[src/rtl/ac97_cmd_sequencer.sv]
// AC'97 command sequencer: waits for codec ready, settles, issues the init register table, then idles.
// Define AC97_VOL_UPDATE_EN to enable on-demand master-volume writes (VOL_REQ / VOL_ATTEN / VOL_BUSY).
module ac97_cmd_sequencer (
    input  logic        BIT_CLK,
    input  logic        SYSTEM_RESET,
    input  logic [7:0]  count_reg,
    input  logic        CODEC_READY,
    input  logic        VOL_REQ,
    input  logic [4:0]  VOL_ATTEN,
    output logic [19:0] CMD_ADDR,
    output logic [19:0] CMD_DATA,
    output logic        CMD_VALID,
    output logic        INIT_DONE,
    output logic        VOL_BUSY
);

    typedef enum logic [2:0] {
        WAIT_READY = 3'd0,
        SETTLE     = 3'd1,
        SEND       = 3'd2,
        IDLE       = 3'd3
`ifdef AC97_VOL_UPDATE_EN
        ,
        VOL_WRITE  = 3'd4
`endif
    } state_t;

    localparam logic [6:0] MASTER_VOL_REG = 7'h02;

    state_t      state_q, state_d;
    logic [3:0]  settleCnt_q, settleCnt_d;
    logic [1:0]  tableIdx_q, tableIdx_d;
    logic        frameCnt_q, frameCnt_d;
    logic [19:0] cmdAddr_q, cmdAddr_d;
    logic [19:0] cmdData_q, cmdData_d;
    logic        cmdValid_q, cmdValid_d;
    logic        initDone_q, initDone_d;
    logic [1:0]  nextIdx;
    logic        frameBoundary;

`ifdef AC97_VOL_UPDATE_EN
    logic        pending_q, pending_d;
    logic [4:0]  atten_q, atten_d;
    logic        volBusy_q, volBusy_d;
    logic        pendConsume;
`else
    logic        unused_volInputs;
    assign unused_volInputs = ^{VOL_REQ, VOL_ATTEN};
`endif

    assign frameBoundary = (count_reg == 8'hFF);

    function automatic logic [6:0] tableReg(input logic [1:0] idx);
        case (idx)
            2'd0:    tableReg = 7'h02;
            2'd1:    tableReg = 7'h04;
            2'd2:    tableReg = 7'h18;
            default: tableReg = 7'h1A;
        endcase
    endfunction

    function automatic logic [15:0] tableData(input logic [1:0] idx);
        case (idx)
            2'd2:    tableData = 16'h0808;
            default: tableData = 16'h0000;
        endcase
    endfunction

    function automatic logic [19:0] addrWord(input logic [6:0] regIdx);
        addrWord = {1'b0, regIdx, 12'h000};
    endfunction

    function automatic logic [19:0] dataWord(input logic [15:0] regData);
        dataWord = {regData, 4'h0};
    endfunction

`ifdef AC97_VOL_UPDATE_EN
    // Same attenuation on both channels, mute bit kept clear.
    function automatic logic [15:0] volData(input logic [4:0] atten);
        volData = {1'b0, 2'b00, atten, 3'b000, atten};
    endfunction
`endif

    always_comb begin
        state_d     = state_q;
        settleCnt_d = settleCnt_q;
        tableIdx_d  = tableIdx_q;
        frameCnt_d  = frameCnt_q;
        cmdAddr_d   = cmdAddr_q;
        cmdData_d   = cmdData_q;
        cmdValid_d  = cmdValid_q;
        initDone_d  = initDone_q;
        nextIdx     = tableIdx_q + 2'd1;
`ifdef AC97_VOL_UPDATE_EN
        pendConsume = 1'b0;
        pending_d   = pending_q;
        atten_d     = atten_q;
        volBusy_d   = volBusy_q;
`endif

        case (state_q)
            WAIT_READY: begin
                if (frameBoundary && CODEC_READY) begin
                    state_d     = SETTLE;
                    settleCnt_d = 4'd0;
                end
            end

            SETTLE: begin
                if (frameBoundary) begin
                    if (settleCnt_q == 4'd15) begin
                        state_d    = SEND;
                        tableIdx_d = 2'd0;
                        frameCnt_d = 1'b0;
                        cmdAddr_d  = addrWord(tableReg(2'd0));
                        cmdData_d  = dataWord(tableData(2'd0));
                        cmdValid_d = 1'b1;
                    end else begin
                        settleCnt_d = settleCnt_q + 4'd1;
                    end
                end
            end

            // frameCnt_q marks the second frame of a command; the next word loads on that boundary.
            SEND: begin
                if (frameBoundary) begin
                    if (!frameCnt_q) begin
                        frameCnt_d = 1'b1;
                    end else begin
                        frameCnt_d = 1'b0;
                        if (tableIdx_q == 2'd3) begin
                            state_d    = IDLE;
                            cmdAddr_d  = '0;
                            cmdData_d  = '0;
                            cmdValid_d = 1'b0;
                            initDone_d = 1'b1;
                        end else begin
                            tableIdx_d = nextIdx;
                            cmdAddr_d  = addrWord(tableReg(nextIdx));
                            cmdData_d  = dataWord(tableData(nextIdx));
                        end
                    end
                end
            end

            IDLE: begin
`ifdef AC97_VOL_UPDATE_EN
                if (frameBoundary && pending_q) begin
                    state_d     = VOL_WRITE;
                    frameCnt_d  = 1'b0;
                    cmdAddr_d   = addrWord(MASTER_VOL_REG);
                    cmdData_d   = dataWord(volData(atten_q));
                    cmdValid_d  = 1'b1;
                    pendConsume = 1'b1;
                end
`endif
            end

`ifdef AC97_VOL_UPDATE_EN
            VOL_WRITE: begin
                if (frameBoundary) begin
                    if (!frameCnt_q) begin
                        frameCnt_d = 1'b1;
                    end else begin
                        frameCnt_d = 1'b0;
                        if (pending_q) begin
                            cmdData_d   = dataWord(volData(atten_q));
                            pendConsume = 1'b1;
                        end else begin
                            state_d    = IDLE;
                            cmdAddr_d  = '0;
                            cmdData_d  = '0;
                            cmdValid_d = 1'b0;
                        end
                    end
                end
            end
`endif

            default: begin
                state_d = WAIT_READY;
            end
        endcase

        // Losing the codec abandons whatever was in flight, but a queued volume request survives.
        if ((state_q != WAIT_READY) && !CODEC_READY) begin
            state_d     = WAIT_READY;
            settleCnt_d = 4'd0;
            tableIdx_d  = 2'd0;
            frameCnt_d  = 1'b0;
            cmdAddr_d   = '0;
            cmdData_d   = '0;
            cmdValid_d  = 1'b0;
            initDone_d  = 1'b0;
`ifdef AC97_VOL_UPDATE_EN
            pendConsume = 1'b0;
`endif
        end

`ifdef AC97_VOL_UPDATE_EN
        // A request landing on the issuing boundary wins the pending slot over the consume.
        if (VOL_REQ) begin
            pending_d = 1'b1;
            atten_d   = VOL_ATTEN;
        end else if (pendConsume) begin
            pending_d = 1'b0;
        end
        volBusy_d = pending_d || (state_d == VOL_WRITE);
`endif
    end

    always_ff @(posedge BIT_CLK) begin
        if (!SYSTEM_RESET) begin
            state_q     <= WAIT_READY;
            settleCnt_q <= 4'd0;
            tableIdx_q  <= 2'd0;
            frameCnt_q  <= 1'b0;
            cmdAddr_q   <= '0;
            cmdData_q   <= '0;
            cmdValid_q  <= 1'b0;
            initDone_q  <= 1'b0;
`ifdef AC97_VOL_UPDATE_EN
            pending_q   <= 1'b0;
            atten_q     <= 5'd0;
            volBusy_q   <= 1'b0;
`endif
        end else begin
            state_q     <= state_d;
            settleCnt_q <= settleCnt_d;
            tableIdx_q  <= tableIdx_d;
            frameCnt_q  <= frameCnt_d;
            cmdAddr_q   <= cmdAddr_d;
            cmdData_q   <= cmdData_d;
            cmdValid_q  <= cmdValid_d;
            initDone_q  <= initDone_d;
`ifdef AC97_VOL_UPDATE_EN
            pending_q   <= pending_d;
            atten_q     <= atten_d;
            volBusy_q   <= volBusy_d;
`endif
        end
    end

    assign CMD_ADDR  = cmdAddr_q;
    assign CMD_DATA  = cmdData_q;
    assign CMD_VALID = cmdValid_q;
    assign INIT_DONE = initDone_q;
`ifdef AC97_VOL_UPDATE_EN
    assign VOL_BUSY  = volBusy_q;
`else
    assign VOL_BUSY  = 1'b0;
`endif

endmodule

[config.mk]
export PLATFORM = sky130hd
export DESIGN_NAME = ac97_cmd_sequencer
export DESIGN_NICKNAME = d
export VERILOG_FILES = /design/src/rtl/ac97_cmd_sequencer.sv
export SDC_FILE = /design/constraint.sdc
export NUM_CORES = 1
export LEC_CHECK = 0
export ABC_AREA = 1
export CAP_MARGIN = 25
export CORE_MARGIN = 2
export CORE_UTILIZATION = 35
export DETAILED_ROUTE_END_ITERATION = 8
export PLACE_DENSITY = 0.7
export SLEW_MARGIN = 40
export SYNTH_ARGS = -nofsm -noshare
export SYNTH_HDL_FRONTEND = slang
export SYNTH_SLANG_ARGS = --single-unit
[constraint.sdc]
create_clock -name BIT_CLK -period 2.5 [get_ports BIT_CLK]
set_input_delay 0.25 -clock BIT_CLK [delete_from_list [all_inputs] [get_ports BIT_CLK]]
set_output_delay 0.25 -clock BIT_CLK [all_outputs]
set_load 0.02 [all_outputs]
# Word-level counts from Yosys, hierarchy flattened
# Cells that the tools add are included.
# op_classes
eq_ne	16
bitwise	2
n_mux	42
n_reduce_logical	16
n_addsub	2
# op_table
op	count
two-way mux 20 bit	8
one-hot mux 20 bit (2 select lines)	2
two-way mux 3 bit	6
two-way mux 17 bit	1
two-way mux 16 bit	1
inequality test 2 bit, second input constant	8
one-hot mux 5 bit (3 select lines)	1
two-way mux 12 bit	1
two-way mux 4 bit	3
one-hot mux 3 bit (4 select lines)	1
AND reduction 4 bit	3
AND reduction 6 bit	2
two-way mux 2 bit	5
two-way mux 1 bit	9
equality test 8 bit, second input constant	1
one-hot mux 4 bit (2 select lines)	1
AND reduction 7 bit	1
equality test 3 x 2 -> 1 bit, second input constant	2
AND reduction 5 bit	1
adder 4 x 1 -> 4 bit, second input constant	1
equality test 2 bit, second input constant	2
equality test 4 bit, second input constant	1
one-hot mux 1 bit (2 select lines)	2
one-hot mux 2 bit (2 select lines)	1
other kinds (11)	14
# word_totals
regBits	52
elab_cells	86
out_inout_bits	43
input_bits	17

# Logic depth before layout (Yosys ltp)
# Gate-level depths: netlist of the first run.
# depth
ltp_word	7
depth_mapped	10
mapped_depth_nobuf	10

# Least setup slack after synthesis of the first run
# No wires, ideal clock.
# synth_path
path_type	reg2reg
start	reg state_q[0]
end	reg tableIdx_q[0]
t_required_ps	2386
setup_ps	114
period_less_slack_ps	1420
path_buffers	1
arrival_time_ps	1306
setup_slack_ps	1080
stages_incl_launch_ff	10
cell_sequence	dfxtp_1 > inv_1 > ha_1 > buf_4 > nor2_2 > inv_1 > nand2_4 > nand3b_4 > a21oi_1 > nor2_1
# synth_via
elab_chain_cells	3
word_cells_on_any_way	13
cone_classes	eq/ne (7); mux (1); reduce/logical (5)
# synth_lines
item	line_no	text
start, declared	30	state_t state_q, state_d;
start signal, assigned	228	state_q <= state_d;
equality test 3 x 2 -> 1 bit, or another cell as far along	101	case (state_q)
inequality test 2 bit (no line), or another cell as far along	n/a	
AND reduction 6 bit (no line) or OR reduction 2 bit (tied branches)	n/a	
end signal, assigned	230	tableIdx_q <= tableIdx_d;
end, declared	32	logic [1:0] tableIdx_q, tableIdx_d;
# Parallel ways exist; a longest one is shown, timed or not.
# A chain may end at the register's enable or synchronous reset.

# Worst setup path in the final report of the first run
# layout_path
start	reg state_q[0]
end	reg cmdData_q[7] (netlist: CMD_DATA[7])
# layout_via
elab_chain_cells	3
word_cells_on_any_way	12
cone_classes	eq/ne (6); mux (1); reduce/logical (5)
# layout_lines
item	line_no	text
equality test 3 x 1 -> 1 bit, or another cell as far along	101	
inequality test 2 bit (no line), or another cell as far along	n/a	
AND reduction 5 bit (no line) or OR reduction 2 bit (tied branches)	n/a	
end signal, assigned	233	cmdData_q <= cmdData_d;
end, declared	35	logic [19:0] cmdData_q, cmdData_d;
# Parallel ways exist; a longest one is shown, timed or not.

==> impl_metrics.toml, run 1 <==
[yosys]
ys_ff_latch = 15
syn_area_per_cell_um2 = 7.12
yosysSeqAreaShare = 0.233
synth_cells = 181
synthSimpleGateAreaFrac = 0.317
yosys_warnings = 0
netlist_area_mm2 = 0.00129
synth_mux_area_frac = 0
synth_adder_area_share = 0.0971
synth_compound_area_frac = 0.0544
synth_cell_types = 25
synth_top_family_by_area = "simple AND/OR/NAND/NOR gates"
synth_xor_area_frac = 0

[global_routing]
grt_pass1_wl_um = 3390
antenna_found_initial = 0
gr-total-overflow = 0
grt_max_degree = 15
grt_pass1_vias = 824
gr-usage-all-layers = 0.103

[drt]
routed_wl_um = 2050
drtIter0Drc = 35
wl_per_cell_um = 8.34
viasPerCell = 4.00
drtAntennaViolNets = 0
dr.pass1.iters = 4
drc_errors = 0
vias = 985

[placement]
hpwl_um = 1640
gp_congestion = 0.822
io_buffers = 18
placed_area_mm2 = 0.00136

[cts]
root_buffer = "clkbuf_8"
clk_latency_ns = 0.25
htree_levels = 1
cts_tree = "yes"
cts_resized = 0
cts_buffers = 3
ctsLongestPathBuffers = 2
cts_setup_buffers = 0
clkSinkCount = 15
holdBufCountCts = 0
clk_pin_slew_worst_paths_ns = 0.06

[floorplanning]
die_width_um = 64.7
rows = 22
coreArea_mm2 = 0.00361
initial_core_util = 0.357
ios = 60
die_h_um = 64.7
die_area_mm2 = 0.00418

[critical_path]
path_max_fanout = 14
reg2reg_depth = 6
crit-reg2reg-capture = "CMD_DATA[7]$_SDFFE_PP0P_"
crit_type = "reg -> reg"
ff2ff_setup_slack_ns = 0.78
cp-end-kind = "register"
r2r-start = "state_q[0]$_SDFFE_PP0P_"
worstPathArrival_ns = 1.85
cp-start-kind = "register"
crit_required_ns = 2.63

[min_path]
min-delay-start = "CMD_VALID$_SDFFE_PP0P_"
worstHoldPathType = "reg -> reg"
holdPathEnd = "CMD_VALID$_SDFFE_PP0P_"
whs_path_depth = 2

[finish]
final_area_mm2 = 0.00140
area_growth_pct = 8.84
fin_nets = 226
finalCoreUtilization = 0.389
drive_gt1_frac = 0.106
layout_commonest_cell = "conb_1"
diodes = 0
layout_common_cells = "35 x conb_1, 32 x nand2_1, 20 x inv_1, 18 x clkdlybuf4s50_1, 15 x dfxtp_1"

[sta]
min_period_ns = 1.72
setup_tns_ns = 0
fmax_mhz = 581
period_share = 0.689
finalClockSkew_ns = 0.00533
rsz0062_at_grt = "no"
drv_slew = 0
finalSetupViolations = 0
hold_viol = 0

[power_and_ir_drop]
power.density_mw_per_mm2 = 629
ir_drop_mv = 0.236
leakagePower_nw = 0.666

[run]
drv_cap = 0

[run_status]
status = "finished clean"
cell families (layout without fill, tap and decap cells):
logic type,Yosys count,in the layout
buf+inv,61,44
flops,15,15
simple gates,81,81
compound gates,13,13
other cells,1,35
fa+ha+maj,10,10
registers in the layout, indices dropped and copies added (netlist names):
name         count
frameCnt_q       1
CMD_DATA         1
INIT_DONE        1
CMD_ADDR         3
settleCnt_q      4
tableIdx_q       2
state_q          2
CMD_VALID        1
routing by layer:
| layer | vias up | GRT usage | part of all wire |
|---|---|---|---|
| met4 | 0 | 0.0532 | 0.021 |
| met1 | 432 | 0.114 | 0.44 |
| met3 | 4 | 0.0208 | 0.032 |
| met2 | 24 | 0.186 | 0.51 |
| li1 | 525 | - | - |
| met5 | - | 0 | 0 |
critical path: stages, from the launching register on:
cell and delay, ns:
dfxtp_1 0.38, inv_1 0.09, ha_1 0.25, o21ai_1 0.33
inv_1 0.30, nand3_1 0.16, o21ai_0 0.08
Yosys cell counts, drive strengths merged:
| cell type | n | area [µm²] |
|---|---|---|
| buf | 38 | 285 |
| nand2 | 38 | 168 |
| inv | 22 | 82.6 |
| nor2 | 20 | 95.1 |
| dfxtp | 15 | 300 |
| nand3 | 13 | 70.1 |
| ha | 10 | 125 |
| a21oi | 7 | 35.0 |
| nand4 | 4 | 25.0 |
| o21ai | 4 | 20.0 |
| nand3b | 2 | 27.5 |
| nor3 | 2 | 10.0 |
| or2 | 2 | 12.5 |
| clkbuf | 1 | 13.8 |
| conb | 1 | 3.75 |
| o21a | 1 | 7.51 |
| o21bai | 1 | 7.51 |
where the power goes:
group,leakage [nW],internal (W),switching (W)
Sequential,0.121,0.000265,0.0000226
Clock,0.0228,0.000113,0.0000851
Combinational,0.522,0.000131,0.000266
Total,0.666,0.000509,0.000374
cell type report:
cell class	count	area (µm²)
sequential	15	300
fill	402	2200
inverter	22	82.6
clock buffer	4	45.0
multi-input combinational	139	734
tap	48	60.1
timing repair buffer	18	180
worst max path at each step:
stage                                  from                    endpoint  cells after the start
floorplan           state_q[0]$_SDFFE_PP0P_  tableIdx_q[0]$_SDFFE_PP0P_                      9
CTS                 state_q[0]$_SDFFE_PP0P_    CMD_DATA[7]$_SDFFE_PP0P_                      6
global placement    state_q[0]$_SDFFE_PP0P_   CMD_ADDR[14]$_SDFFE_PP0P_                      6
finish              state_q[0]$_SDFFE_PP0P_    CMD_DATA[7]$_SDFFE_PP0P_                      6
detailed placement  state_q[0]$_SDFFE_PP0P_    CMD_DATA[7]$_SDFFE_PP0P_                      6
global route        state_q[0]$_SDFFE_PP0P_   CMD_ADDR[14]$_SDFFE_PP0P_                      6
metrics by stage:
step | hold WS [ns] | total power, W | setup WS, ns | instances
6_report | 0.462 | 0.000883 | 0.778 | 246
5_1_grt | 0.502 | 0.000959 | 0.644 | 246
4_1_cts | 0.468 | 0.000890 | 0.748 | 246
3_5_place_dp | 0.460 | 0.000690 | 0.765 | 242
3_3_place_gp | 0.454 | 0.000682 | 0.791 | 242
2_1_floorplan | 0.459 | 0.000662 | 1.08 | 215
Power figures use the tool's default switching activity.
==> inputs of run 2 (changes only) <==
Settings changed: PLACE_DENSITY 0.7 to 0.73.
Clock period 2.5 ns to 1.5 ns, I/O delays scaled along.
==> run 2 against run 1 <==
  * Die area unchanged
  * Clock skew decreased by 0.0037 ns
  * Critical endpoint is now CMD_ADDR[13]$_SDFFE_PP0P_
  * Utilization increased by 3.9 points
  * Combinational power increased by 93%
  * Design area increased by 10%
  * Final cell count increased by 4.9%
  * Count of clock-buffer cells in the layout decreased by 1
  * Routed wire length increased by 1.8%
  * Critical path type unchanged
  * Largest power group unchanged
==> impl_metrics.toml, run 2 (synthesis results as in run 1) <==
[drt]
wirelength_met1_um = 900
routed.top_layer = "met4"
vias = 1012
drtIter0Drc = 17
wl_met3_um = 68
met2WireLength_um = 1080
viasPerCell = 3.92
wl_per_cell_um = 8.09
drtAntennaViolNets = 0
dr.pass1.iters = 4
drc_errors = 0
routed_wl_um = 2090

[run]
drv_cap = 0

[global_routing]
gr-usage-all-layers = 0.111
grt_pass1_vias = 911
grt_pass1_wl_um = 3680
grt_max_degree = 15
gr-total-overflow = 0
antenna_found_initial = 0

[min_path]
whs_path_depth = 2
holdPathEnd = "CMD_VALID$_SDFFE_PP0P_"
min-delay-start = "CMD_VALID$_SDFFE_PP0P_"
worstHoldPathType = "reg -> reg"

[finish]
top_register = "settleCnt_q"
layout_commonest_cell = "conb_1"
finalCoreUtilization = 0.428
layout_common_cells = "35 x conb_1, 31 x nand2_1, 18 x inv_1, 18 x clkdlybuf4s50_1, 14 x nor2_1"
fin_nets = 238
drive_gt1_frac = 0.205
area_growth_pct = 19.8
diodes = 0
largest_reg_flops = 4

[floorplanning]
initial_core_util = 0.357
ios = 60
die_width_um = 64.7
die_h_um = 64.7
die_area_mm2 = 0.00418
coreArea_mm2 = 0.00361
rows = 22

[sta]
min_period_ns = 1.37
finalClockSkew_ns = 0.00165
period_share = 0.917
drv_slew = 0
rsz0062_at_grt = "no"
setup_tns_ns = 0
hold_viol = 0
finalSetupViolations = 0
fmax_mhz = 727

[power_and_ir_drop]
pwr-share-comb = 0.483
leakagePower_nw = 0.737
p_int_w = 0.000924
ir_drop_mv = 0.424
seqPwrFrac = 0.304
clkPwrFrac = 0.212
p_sw_w = 0.000665
power.density_mw_per_mm2 = 1030
switching_share = 0.419

[cts]
ctsLongestPathBuffers = 2
cts_setup_buffers = 0
clk_latency_ns = 0.25
cts_buffers = 3
root_buffer = "clkbuf_8"
clkSinkCount = 15
htree_levels = 1
cts_tree = "yes"
clk_pin_slew_worst_paths_ns = 0.06

[placement]
hpwl_um = 1680
gp_congestion = 0.753
io_buffers = 18

[critical_path]
ff2ff_setup_slack_ns = 0.13
r2r-start = "state_q[0]$_SDFFE_PP0P_"
crit-reg2reg-capture = "CMD_ADDR[13]$_SDFFE_PP0P_"
path_max_fanout = 5
cp-end-kind = "register"
reg2reg_depth = 7
path_buf_inv = 3
cp-start-kind = "register"
worstPathArrival_ns = 1.53
crit_type = "reg -> reg"
crit_top_cell = "inv_1"
slowest_stage = "dfxtp_4"
cp_slowest_stage_delay_ns = 0.36
crit_chain = "inv_1 -> ha_4 -> buf_4 -> inv_1 -> or2_2 -> o21ai_1 -> nor2_1"
crit_required_ns = 1.65
crit_family = "flip-flops"

[run_status]
status = "finished clean"
run 2: cell count changes in the layout (fill, tap and decap cells not counted), sizes merged:
cell    delta
clkinv     +1
clkbuf     -1
buf       +12
run 2: through the flow:
stage	power (W)	std cells	setup WS, ns	hold WS [ns]	cell area [µm²]
finish	0.00159	258	0.125	0.469	1540
detailed placement	0.00121	254	-0.0413	0.459	1450
floorplan	0.00110	215	0.0801	0.363	1420
global route	0.00174	258	0.00542	0.481	1540
global placement	0.00120	254	-0.0263	0.450	1450
CTS	0.00156	258	0.00540	0.471	1500
run 2: area by class of cell:
class	instances	area (µm²)
Sequential cell	15	309
Inverter	22	82.6
Clock inverter	1	5.00
Timing Repair Buffer	30	270
Fill cell	376	2060
Tap cell	48	60.1
Clock buffer	3	41.3
Multi-Input combinational cell	139	776
run 2: repair_timing:
action / CTS / global route
cloned: 0 / 0
resized for setup: 2 / 13
hold buffers: 0 / 0
pin swaps: 1 / 1
endpoints found under the setup margin: 9 / 15
run 2: per-layer routing:
layer,up-vias,track usage
met1,438,0.129
met2,20,0.198
li1,550,-
met5,-,0
met3,4,0.0208
met4,0,0.0479
run 2: tightest hold or removal path: cells and delay by family (launching register included):
family	cells	cell delay, ns
AO/OA/AOI/OAI	1	0.05
flip-flops	1	0.31
AND/OR/NAND/NOR	1	0.06
run 2: power groups by stage:
stage               Combinational [W]  Clock (W)  Sequential (W)
floorplan                    0.000617          0        0.000487
global placement             0.000723          0        0.000482
detailed placement           0.000729          0        0.000483
CTS                          0.000735   0.000352        0.000475
global route                 0.000886   0.000364        0.000489
finish                       0.000768   0.000337        0.000484
run 2: worst max path at each step:
| stage | start | end | slack (ns) | cells past startpoint |
|---|---|---|---|---|
| 2_1_floorplan | state_q[0]$_SDFFE_PP0P_ | tableIdx_q[0]$_SDFFE_PP0P_ | 0.08 | 9 |
| 3_3_place_gp | state_q[1]$_SDFFE_PP0P_ | CMD_ADDR[15]$_SDFFE_PP0P_ | -0.03 | 8 |
| 3_5_place_dp | state_q[1]$_SDFFE_PP0P_ | CMD_ADDR[15]$_SDFFE_PP0P_ | -0.04 | 8 |
| 4_1_cts | state_q[0]$_SDFFE_PP0P_ | tableIdx_q[0]$_SDFFE_PP0P_ | 0.005 | 8 |
| 5_1_grt | state_q[0]$_SDFFE_PP0P_ | tableIdx_q[0]$_SDFFE_PP0P_ | 0.005 | 8 |
| 6_report | state_q[0]$_SDFFE_PP0P_ | CMD_ADDR[13]$_SDFFE_PP0P_ | 0.13 | 7 |
